<file path="config.mk">
export PLATFORM = sky130hd
export DESIGN_NAME = signed_divider
export DESIGN_NICKNAME = d
export VERILOG_FILES = /design/src/rtl/divider_pkg.sv /design/src/rtl/signed_divider.sv
export SDC_FILE = /design/constraint.sdc
export NUM_CORES = 1
export LEC_CHECK = 0
export CORE_MARGIN = 2
export CORE_UTILIZATION = 35
export CTS_CLUSTER_DIAMETER = 40
export CTS_CLUSTER_SIZE = 20
export DETAILED_ROUTE_END_ITERATION = 16
export PLACE_DENSITY = 0.66
export RECOVER_POWER = 25
export REMOVE_ABC_BUFFERS = 1
export SYNTH_ARGS = -nofsm -noshare
export SYNTH_HDL_FRONTEND = slang
export SYNTH_SLANG_ARGS = --single-unit
</file>
<file path="constraint.sdc">
create_clock -name clk -period 2.6 [get_ports clk]
set_input_delay 0.39 -clock clk [delete_from_list [all_inputs] [get_ports clk]]
set_output_delay 0.39 -clock clk [all_outputs]
set_load 0.02 [all_outputs]
</file>
<file path="src/rtl/divider_pkg.sv">
// divider_pkg: shared width, FSM encoding and two's-complement helpers for the
// multiplier/divider datapath.
package divider_pkg;
  localparam int WIDTH = 6;
  typedef enum logic [2:0] {
    IDLE = 3'd0,
    LOAD = 3'd1,
    ITER = 3'd2,
    FIX  = 3'd3,
    DONE = 3'd4
  } state_t;
  function automatic logic [2*WIDTH-1:0] cond_neg(input logic [2*WIDTH-1:0] x, input logic neg);
    return neg ? -x : x;
  endfunction
  function automatic logic [2*WIDTH-1:0] abs_val(input logic [2*WIDTH-1:0] x);
    return cond_neg(x, x[2*WIDTH-1]);
  endfunction
endpackage

</file>
<file path="src/rtl/signed_divider.sv">
// signed_divider: restoring 2W/W signed divider, truncating quotient, remainder
// signed like the dividend, start/busy/done handshake.
module signed_divider
  import divider_pkg::*;
(
  input  logic                 clk,
  input  logic                 n_rst,
  input  logic                 start,
  input  logic [2*WIDTH-1:0]   dividend,
  input  logic [WIDTH-1:0]     divisor,
  output logic                 busy,
  output logic                 done,
  output logic [WIDTH-1:0]     quotient,
  output logic [WIDTH-1:0]     remainder,
  output logic                 div_by_zero,
  output logic                 overflow
);
  localparam int W2 = 2 * WIDTH;
  state_t            state_q, state_d;
  logic [W2-1:0]     dvd_q, dvd_d;
  logic [WIDTH-1:0]  dvs_q, dvs_d;
  logic [WIDTH:0]    rem_q, rem_d, shifted;
  logic [3:0]        cnt_q, cnt_d;
  logic              qneg_q, qneg_d, rneg_q, rneg_d;
  logic [WIDTH-1:0]  quotient_q, quotient_d, remainder_q, remainder_d;
  logic              dbz_q, dbz_d, ovf_q, ovf_d;
  logic              ge, q_ovf;
  always_comb begin
    shifted     = (rem_q << 1) | (WIDTH+1)'(dvd_q[W2-1]);
    ge          = shifted >= {1'b0, dvs_q};
    // a negative quotient may reach one step further than a positive one
    q_ovf       = dvd_q > (qneg_q ? W2'(2**(WIDTH-1)) : W2'(2**(WIDTH-1) - 1));
    state_d     = state_q;
    dvd_d       = dvd_q;
    dvs_d       = dvs_q;
    rem_d       = rem_q;
    cnt_d       = cnt_q;
    qneg_d      = qneg_q;
    rneg_d      = rneg_q;
    quotient_d  = quotient_q;
    remainder_d = remainder_q;
    dbz_d       = dbz_q;
    ovf_d       = ovf_q;
    case (state_q)
      IDLE: if (start) begin
        dvd_d   = dividend;
        dvs_d   = divisor;
        state_d = LOAD;
      end
      LOAD: if (dvs_q == '0) begin
        quotient_d  = '0;
        remainder_d = '0;
        dbz_d       = 1'b1;
        ovf_d       = 1'b0;
        state_d     = DONE;
      end else begin
        dvd_d   = abs_val(dvd_q);
        dvs_d   = dvs_q[WIDTH-1] ? -dvs_q : dvs_q;
        qneg_d  = dvd_q[W2-1] ^ dvs_q[WIDTH-1];
        rneg_d  = dvd_q[W2-1];
        rem_d   = '0;
        cnt_d   = 4'(W2);
        state_d = ITER;
      end
      ITER: begin
        rem_d   = ge ? shifted - {1'b0, dvs_q} : shifted;
        dvd_d   = {dvd_q[W2-2:0], ge};
        cnt_d   = cnt_q - 4'd1;
        state_d = (cnt_q == 4'd1) ? FIX : ITER;
      end
      FIX: begin
        quotient_d  = q_ovf ? '0 : (qneg_q ? -dvd_q[WIDTH-1:0] : dvd_q[WIDTH-1:0]);
        remainder_d = q_ovf ? '0 : (rneg_q ? -rem_q[WIDTH-1:0] : rem_q[WIDTH-1:0]);
        ovf_d       = q_ovf;
        dbz_d       = 1'b0;
        state_d     = DONE;
      end
      DONE:    state_d = IDLE;
      default: state_d = IDLE;
    endcase
  end
  always_ff @(posedge clk or negedge n_rst) begin
    if (!n_rst) begin
      state_q     <= IDLE;
      dvd_q       <= '0;
      dvs_q       <= '0;
      rem_q       <= '0;
      cnt_q       <= '0;
      qneg_q      <= 1'b0;
      rneg_q      <= 1'b0;
      quotient_q  <= '0;
      remainder_q <= '0;
      dbz_q       <= 1'b0;
      ovf_q       <= 1'b0;
    end else begin
      state_q     <= state_d;
      dvd_q       <= dvd_d;
      dvs_q       <= dvs_d;
      rem_q       <= rem_d;
      cnt_q       <= cnt_d;
      qneg_q      <= qneg_d;
      rneg_q      <= rneg_d;
      quotient_q  <= quotient_d;
      remainder_q <= remainder_d;
      dbz_q       <= dbz_d;
      ovf_q       <= ovf_d;
    end
  end
  assign busy        = state_q != IDLE;
  assign done        = state_q == DONE;
  assign quotient    = quotient_q;
  assign remainder   = remainder_q;
  assign div_by_zero = dbz_q;
  assign overflow    = ovf_q;
endmodule

</file>
==> results of run 1 <==
==> area by class of cell <==
type | count | area, um2 | share of cell area (%)
Clock buffer | 5 | 68.82 | 1.924
Clock inverter | 3 | 27.53 | 0.7695
Inverter | 20 | 75.07 | 2.099
Multi-Input combinational cell | 260 | 1695 | 47.39
Sequential cell | 47 | 1176 | 32.88
Tap cell | 105 | 131.4 | 3.673
Timing Repair Buffer | 43 | 402.9 | 11.26
==> metal layers <==
layer | wire [um] | global-route usage [%] | up-vias
met5 | 0 | 0 | -
met4 | 15 | 2.925 | 0
met3 | 260 | 2.312 | 4
met2 | 3301 | 23.34 | 50
met1 | 3568 | 22.81 | 1258
li1 | - | - | 1305
==> registers in the layout, indices dropped and copies added (netlist names) <==
name	cells
quotient	6
rem_q	6
remainder	6
qneg_q	1
div_by_zero	1
state_q	3
rneg_q	1
overflow	1
dvd_q	12
dvs_q	6
cnt_q	4
==> power by group <==
group / switching (mW) / internal, mW / total (mW)
logic: 1.54 / 1.18 / 2.72
clock network: 0.289 / 0.200 / 0.489
registers: 0.412 / 1.03 / 1.45
==> worst min-delay path by stage <==
stage | to | slack [ns] | cells past startpoint
final | quotient[0] | 0.42 | 1
after global routing | quotient[2] | 0.51 | 2
after CTS | quotient[3] | 0.1 | 1
after detailed placement | quotient[3] | 0.45 | 1
after global placement | quotient[2] | 0.44 | 1
after floorplan | cnt_q[0] | 0.09 | 0
==> cells by family (layout without fill, tap and decap cells) <==
logic type                 Yosys count  in the layout  synth area share, %
xor gates and xnor gates            13             13                3.763
and+or+nand+nor                    122            122                20.14
buffers and inverters               37             71                5.087
DFF                                 47             47                38.88
AOI/OAI and AO/OA                  100            100                22.13
muxes                                7              7                2.316
adders and majority gates           18             18                7.692
==> worst max-delay path, cell delays in order (launching register included) <==
cell and delay, ns:
dfrtp_1 0.55, nor3_1 0.44, inv_1 0.08, clkdlybuf4s50_1 0.55
==> placed cells by master (no fill, tap or decap), types with 2 or more instances in the layout <==
| cell | synthesis | layout |
|---|---|---|
| xnor2_1 | 4 | 4 |
| a31oi_1 | 2 | 2 |
| a221oi_1 | 8 | 8 |
| clkbuf_1 | 9 | 2 |
| nor3b_1 | 2 | 2 |
| nand2b_1 | 2 | 2 |
| nor4_1 | 5 | 5 |
| nor3_1 | 14 | 14 |
| mux2i_1 | 7 | 7 |
| and2_1 | 3 | 3 |
| o22ai_1 | 3 | 3 |
| nand4_1 | 2 | 2 |
| ha_1 | 17 | 17 |
| nor2_1 | 19 | 19 |
| or3_1 | 6 | 6 |
| nand3_1 | 3 | 3 |
| a21o_1 | 2 | 2 |
| inv_2 | 2 | 2 |
| a21oi_1 | 11 | 11 |
| and3_1 | 5 | 5 |
| nand2_1 | 46 | 46 |
| nor3_2 | 2 | 2 |
| xor2_1 | 9 | 9 |
| a222oi_1 | 2 | 2 |
| dfrtp_1 | 47 | 47 |
| a22oi_1 | 2 | 2 |
| o21ai_2 | 11 | 11 |
| clkdlybuf4s50_1 | 0 | 35 |
| o21ai_0 | 12 | 12 |
| o21ai_1 | 31 | 31 |
| or3b_1 | 2 | 2 |
| o311ai_1 | 2 | 2 |
| buf_4 | 0 | 6 |
| nor2b_1 | 5 | 5 |
| clkbuf_8 | 0 | 5 |
| inv_1 | 18 | 18 |
| o31ai_1 | 2 | 2 |
==> metrics by stage <==
stage	cell area, um2	cells
after floorplan	2947	327
after global placement	3486	475
after detailed placement	3486	475
after CTS	3582	483
after global routing	3577	483
final	3577	483
==> impl_summary.txt, run 1 <==
----------------------------------------------------
[Route]
  Number of vias per cell ... roughly 5.4
  Drt first-iter violations ... 132
  Number of design rule violations left after detail routing ... 0
  Final routed wirelength across all metal layers ... around 7000 um
  Total number of vias ... 2617
  Antenna violation net count after detailed routing ... 0
  Wire length per cell after detailed routing ... 14.80 um
  DR pass1 iterations ... 5

[Worst setup path]
  WS Path Type ... register to primary output
  Reg2Reg Depth ... 7
  End point of the critical path ... busy
  Maximum fanout encountered on the critical timing path ... 15
  Data required, critical path ... 2.21 ns
  RR Startpoint ... dvs_q[1]
  Reg2reg setup slack ... 0.37 ns
  Critical Path End Type ... primary output
  RR Endpoint ... remainder[5]
  Critical path startpoint ... state_q[1]
  Critical path startpoint category ... register
  Arr. time, crit path ... about 1.9 ns

[Clock network]
  Worst-skew pair later-pin latency ... 0.31 ns
  H-tree levels ... 2
  Max Root-Sink Buffers ... 2
  Clock tree from TritonCTS ... yes
  Clock-pin slew on the worst setup and hold paths ... 0.11 ns
  Number of buffers added by the clock tree synthesis step ... 5
  Gates resized, CTS repair ... 0
  CTS Sinks ... 47
  Cell chosen for the clock root ... clkbuf_8
  Post-CTS Hold Fix Bufs ... 0
  Post-CTS repair timing setup buffer count ... 0

[Logic synthesis]
  Top area cells in the synthesized netlist ... dfrtp_1 (39%), ha_1 (7.0%), nand2_1 (5.7%)
  Number of cells produced by synthesis ... 344
  Most numerous cell in the Yosys netlist ... dfrtp_1
  Area of the mapped netlist ... 3025 um2
  Share of flip-flops with an asynchronous set or reset ... 100.0%
  Commonest register cell after synthesis ... dfrtp_1
  Number of enable-type register cells in the synthesized netlist ... 0
  Distinct cell type count after synthesis ... 56
  Yosys synthesis warning count ... 0
  Share of the yosys chip area belonging to registers ... 38.88%
  Post-synth top cells ... dfrtp_1 (47), nand2_1 (46), o21ai_1 (31), nor2_1 (19), inv_1 (18)
  Post-synthesis cell type with the largest combined area ... dfrtp_1
  Post-synthesis register bit count ... 47
  Syn avg cell area ... 8.795 um2
  Share of the synthesized area in the top cell type ... about two fifths

[Timing]
  Clock skew ... 0.01572 ns
  Final hold viol count ... 0
  Setup ws final ... between 0.2 and 0.3 ns
  Final min period ... ~2.3 ns
  Setup TNS ... 0 ns
  Portion of the clock cycle consumed by the worst path in the final layout ... between 80% and 90%
  RSZ-0062 raised after global routing ... false
  Slew Viols, Final ... 0
  Remaining max-slew budget at the tightest pin ... less than 1%
  Setup violators final ... 0
  Actual slew at the worst max-slew pin ... 1.497 ns
  Highest Clock Rate ... 431.0 MHz
  Hold slack ... 0.4194 ns

[Status]
  Outcome ... finished, violations left
  Violated checks ... max-capacitance violations

[Global route]
  GRT Total Usage ... between 15 and 20%
  Maximum number of pins on one net before global-route repair ... 28
  Via count of the first global-routing pass ... 2386
  Initial antenna violation count ... 0
  Remaining Overflow, GRT ... 0
  Global-route wire length before repair ... 11930 um

[Power]
  Pwr/cell area ... roughly 1300 nW/um2
  VDD IR max ... about 0.45 mV
  Total power ... 4.650 mW
  P_leak ... 1.521 nW

[Placed design]
  Placer congestion estimate ... 0.8375
  Number of port buffers ... 36
  Pre-CTS setup slack ... between 0.4 and 0.5 ns
  Half-perimeter wire length after detailed placement ... 5380 um

[Floorplan]
  Initial core utilization ... 36.45%
  IO Count ... 37
  Placeable Area ... 8299 um2
  Chip height ... between 90 and 100 um
  Die X-Extent ... just under 100 um
  Full die area ... 9404 um2
  Placement Rows ... 33

[Layout]
  Fraction of layout instances using a drive strength above 1 ... 8.730%
  Number of inserted filler cells in the final layout ... slightly above 800
  Total inserted antenna cells ... 0
  Layout overhead on the synthesized area ... 18.24%
  Final core utilization ... 43.10%
  Count of nets after finishing ... around 420

[Job]
  Max-capacitance violation count ... 1

[Min path]
  Worst min-delay path category ... primary input to async pin

----------------------------------------------------
No activity file was read; power rests on OpenSTA's default activity.
==> run 2, diff against run 1 <==
--- a/config.mk
+++ b/config.mk
@@ -5,6 +5,7 @@
 export SDC_FILE = /design/constraint.sdc
 export NUM_CORES = 1
 export LEC_CHECK = 0
+export ABC_AREA = 0
 export CORE_MARGIN = 2
 export CORE_UTILIZATION = 35
 export CTS_CLUSTER_DIAMETER = 40
@@ -12,7 +13,6 @@
 export DETAILED_ROUTE_END_ITERATION = 16
 export PLACE_DENSITY = 0.66
 export RECOVER_POWER = 25
-export REMOVE_ABC_BUFFERS = 1
 export SYNTH_ARGS = -nofsm -noshare
 export SYNTH_HDL_FRONTEND = slang
 export SYNTH_SLANG_ARGS = --single-unit
==> impl_summary.txt, run 2 (synthesis results as in run 1) <==
----------------------------------------------------
[Status]
  Outcome ... finished clean

[Clock network]
  Post-CTS Hold Fix Bufs ... 0
  Clock-pin slew on the worst setup and hold paths ... 0.09 ns
  Post-CTS repair timing setup buffer count ... 0
  Max Root-Sink Buffers ... 2
  Cell chosen for the clock root ... clkbuf_8
  CTS Sinks ... 47
  Worst-skew pair later-pin latency ... 0.30 ns
  H-tree levels ... 2
  Number of buffers added by the clock tree synthesis step ... 5
  Gates resized, CTS repair ... 0
  Clock tree from TritonCTS ... yes

[Worst setup path]
  Critical path startpoint category ... register
  Maximum fanout encountered on the critical timing path ... 15
  Critical Path End Type ... primary output
  WS Path Type ... register to primary output
  RR Startpoint ... dvs_q[1]
  Reg2reg setup slack ... 0.40 ns
  Arr. time, crit path ... 1.86 ns
  RR Endpoint ... remainder[5]
  Data required, critical path ... 2.21 ns
  Reg2Reg Depth ... 7

[Floorplan]
  Placeable Area ... 8299 um2
  IO Count ... 37
  Initial core utilization ... 36.45%
  Die X-Extent ... 96.98 um
  Full die area ... 9404 um2
  Chip height ... 96.98 um
  Placement Rows ... 33

[Timing]
  Portion of the clock cycle consumed by the worst path in the final layout ... 86.52%
  Hold slack ... 0.4052 ns
  Slew Viols, Final ... 0
  Final min period ... 2.250 ns
  Final hold viol count ... 0
  Highest Clock Rate ... 444.5 MHz
  Setup ws final ... 0.3504 ns
  RSZ-0062 raised after global routing ... false
  Actual slew at the worst max-slew pin ... 1.212 ns
  Remaining max-slew budget at the tightest pin ... 19.19%
  Setup violators final ... 0
  Setup TNS ... 0 ns
  Clock skew ... 0.01007 ns

[Layout]
  Number of inserted filler cells in the final layout ... 824
  Count of nets after finishing ... 415
  Most flop-heavy register ... dvd_q
  Number of standard cells in the layout, taps in and fillers out ... 482
  Final core utilization ... 43.30%
  Flip-flop count of the largest register after layout ... 12
  Most frequent cells in the layout ... dfrtp_1 (47), nand2_1 (46), clkdlybuf4s50_1 (35)
  Layout overhead on the synthesized area ... 18.78%
  Fraction of layout instances using a drive strength above 1 ... 9.019%
  Cell area after layout ... 3593 um2
  Most common cell after layout, fill and taps aside ... dfrtp_1
  Total inserted antenna cells ... 0

[Placed design]
  Pre-CTS setup slack ... roughly 0.4 ns
  Cell Count Post-Placement ... 474
  Placer congestion estimate ... 0.8080
  Half-perimeter wire length after detailed placement ... about 5000 um
  Number of port buffers ... 36
  Post-Place Cell Area ... 3478 um2

[Power]
  Pwr/cell area ... 1308 nW/um2
  VDD IR max ... ~0.48 mV
  P_leak ... 1.537 nW
  Total power ... 4.698 mW

[Route]
  Total number of vias ... 2564
  Drt first-iter violations ... between 150 and 200
  Antenna violation net count after detailed routing ... 0
  DR pass1 iterations ... 5
  Number of design rule violations left after detail routing ... 0
  Number of vias per cell ... 5.320
  Wire length per cell after detailed routing ... between 10 and 15 um
  Final routed wirelength across all metal layers ... 6811 um

[Global route]
  GRT Total Usage ... 14.77%
  Via count of the first global-routing pass ... 2427
  Global-route wire length before repair ... 11680 um
  Remaining Overflow, GRT ... 0
  Initial antenna violation count ... 0
  Maximum number of pins on one net before global-route repair ... 48

[Logic synthesis]
  Net count after synthesis ... around 380

[Min path]
  Worst min-delay path category ... primary input to async pin

[Job]
  Max-capacitance violation count ... 0

----------------------------------------------------
## run 2: worst max path at each step
stage	start	to	slack [ns]	depth (start not counted)
final	state_q[1]	busy	0.35	3
after global routing	dvs_q[1]	remainder[1]	0.18	7
after CTS	state_q[1]	busy	0.32	3
after detailed placement	dvs_q[1]	remainder[5]	0.40	7
after global placement	dvs_q[1]	remainder[0]	0.42	7
after floorplan	dvs_q[5]	rem_q[1]	0.57	9
## run 2: final cells by class
cell class | count | area (um2) | share of cell area, %
inverters | 20 | 75.07 | 2.089
well taps | 105 | 131.4 | 3.656
clock buffers | 6 | 82.58 | 2.298
multi-input cells | 260 | 1695 | 47.18
repair buffers | 42 | 397.9 | 11.07
clock inverters | 2 | 35.03 | 0.9749
flip-flops and latches | 47 | 1176 | 32.73
## run 2: metal layers
layer	wire length [um]	up-vias	share of wire [%]	global-route usage [%]
li1	-	1305	-	-
met1	3390	1212	50	21.74
met2	3164	45	46	23.56
met3	228	2	3.3	2.168
met4	28	0	0.41	2.167
met5	0	-	0	0
## run 2: power breakdown
part | switching [mW] | total, mW | leakage [nW] | internal (mW)
combinational | 1.52 | 2.70 | 0.876 | 1.18
sequential | 0.400 | 1.43 | 0.600 | 1.03
clock | 0.255 | 0.566 | 0.0612 | 0.312
## run 2: critical path, cell delays in order (launching register included)
cell and delay (ns):
dfrtp_1 0.53, nor3_1 0.42, inv_1 0.08, clkdlybuf4s50_1 0.54
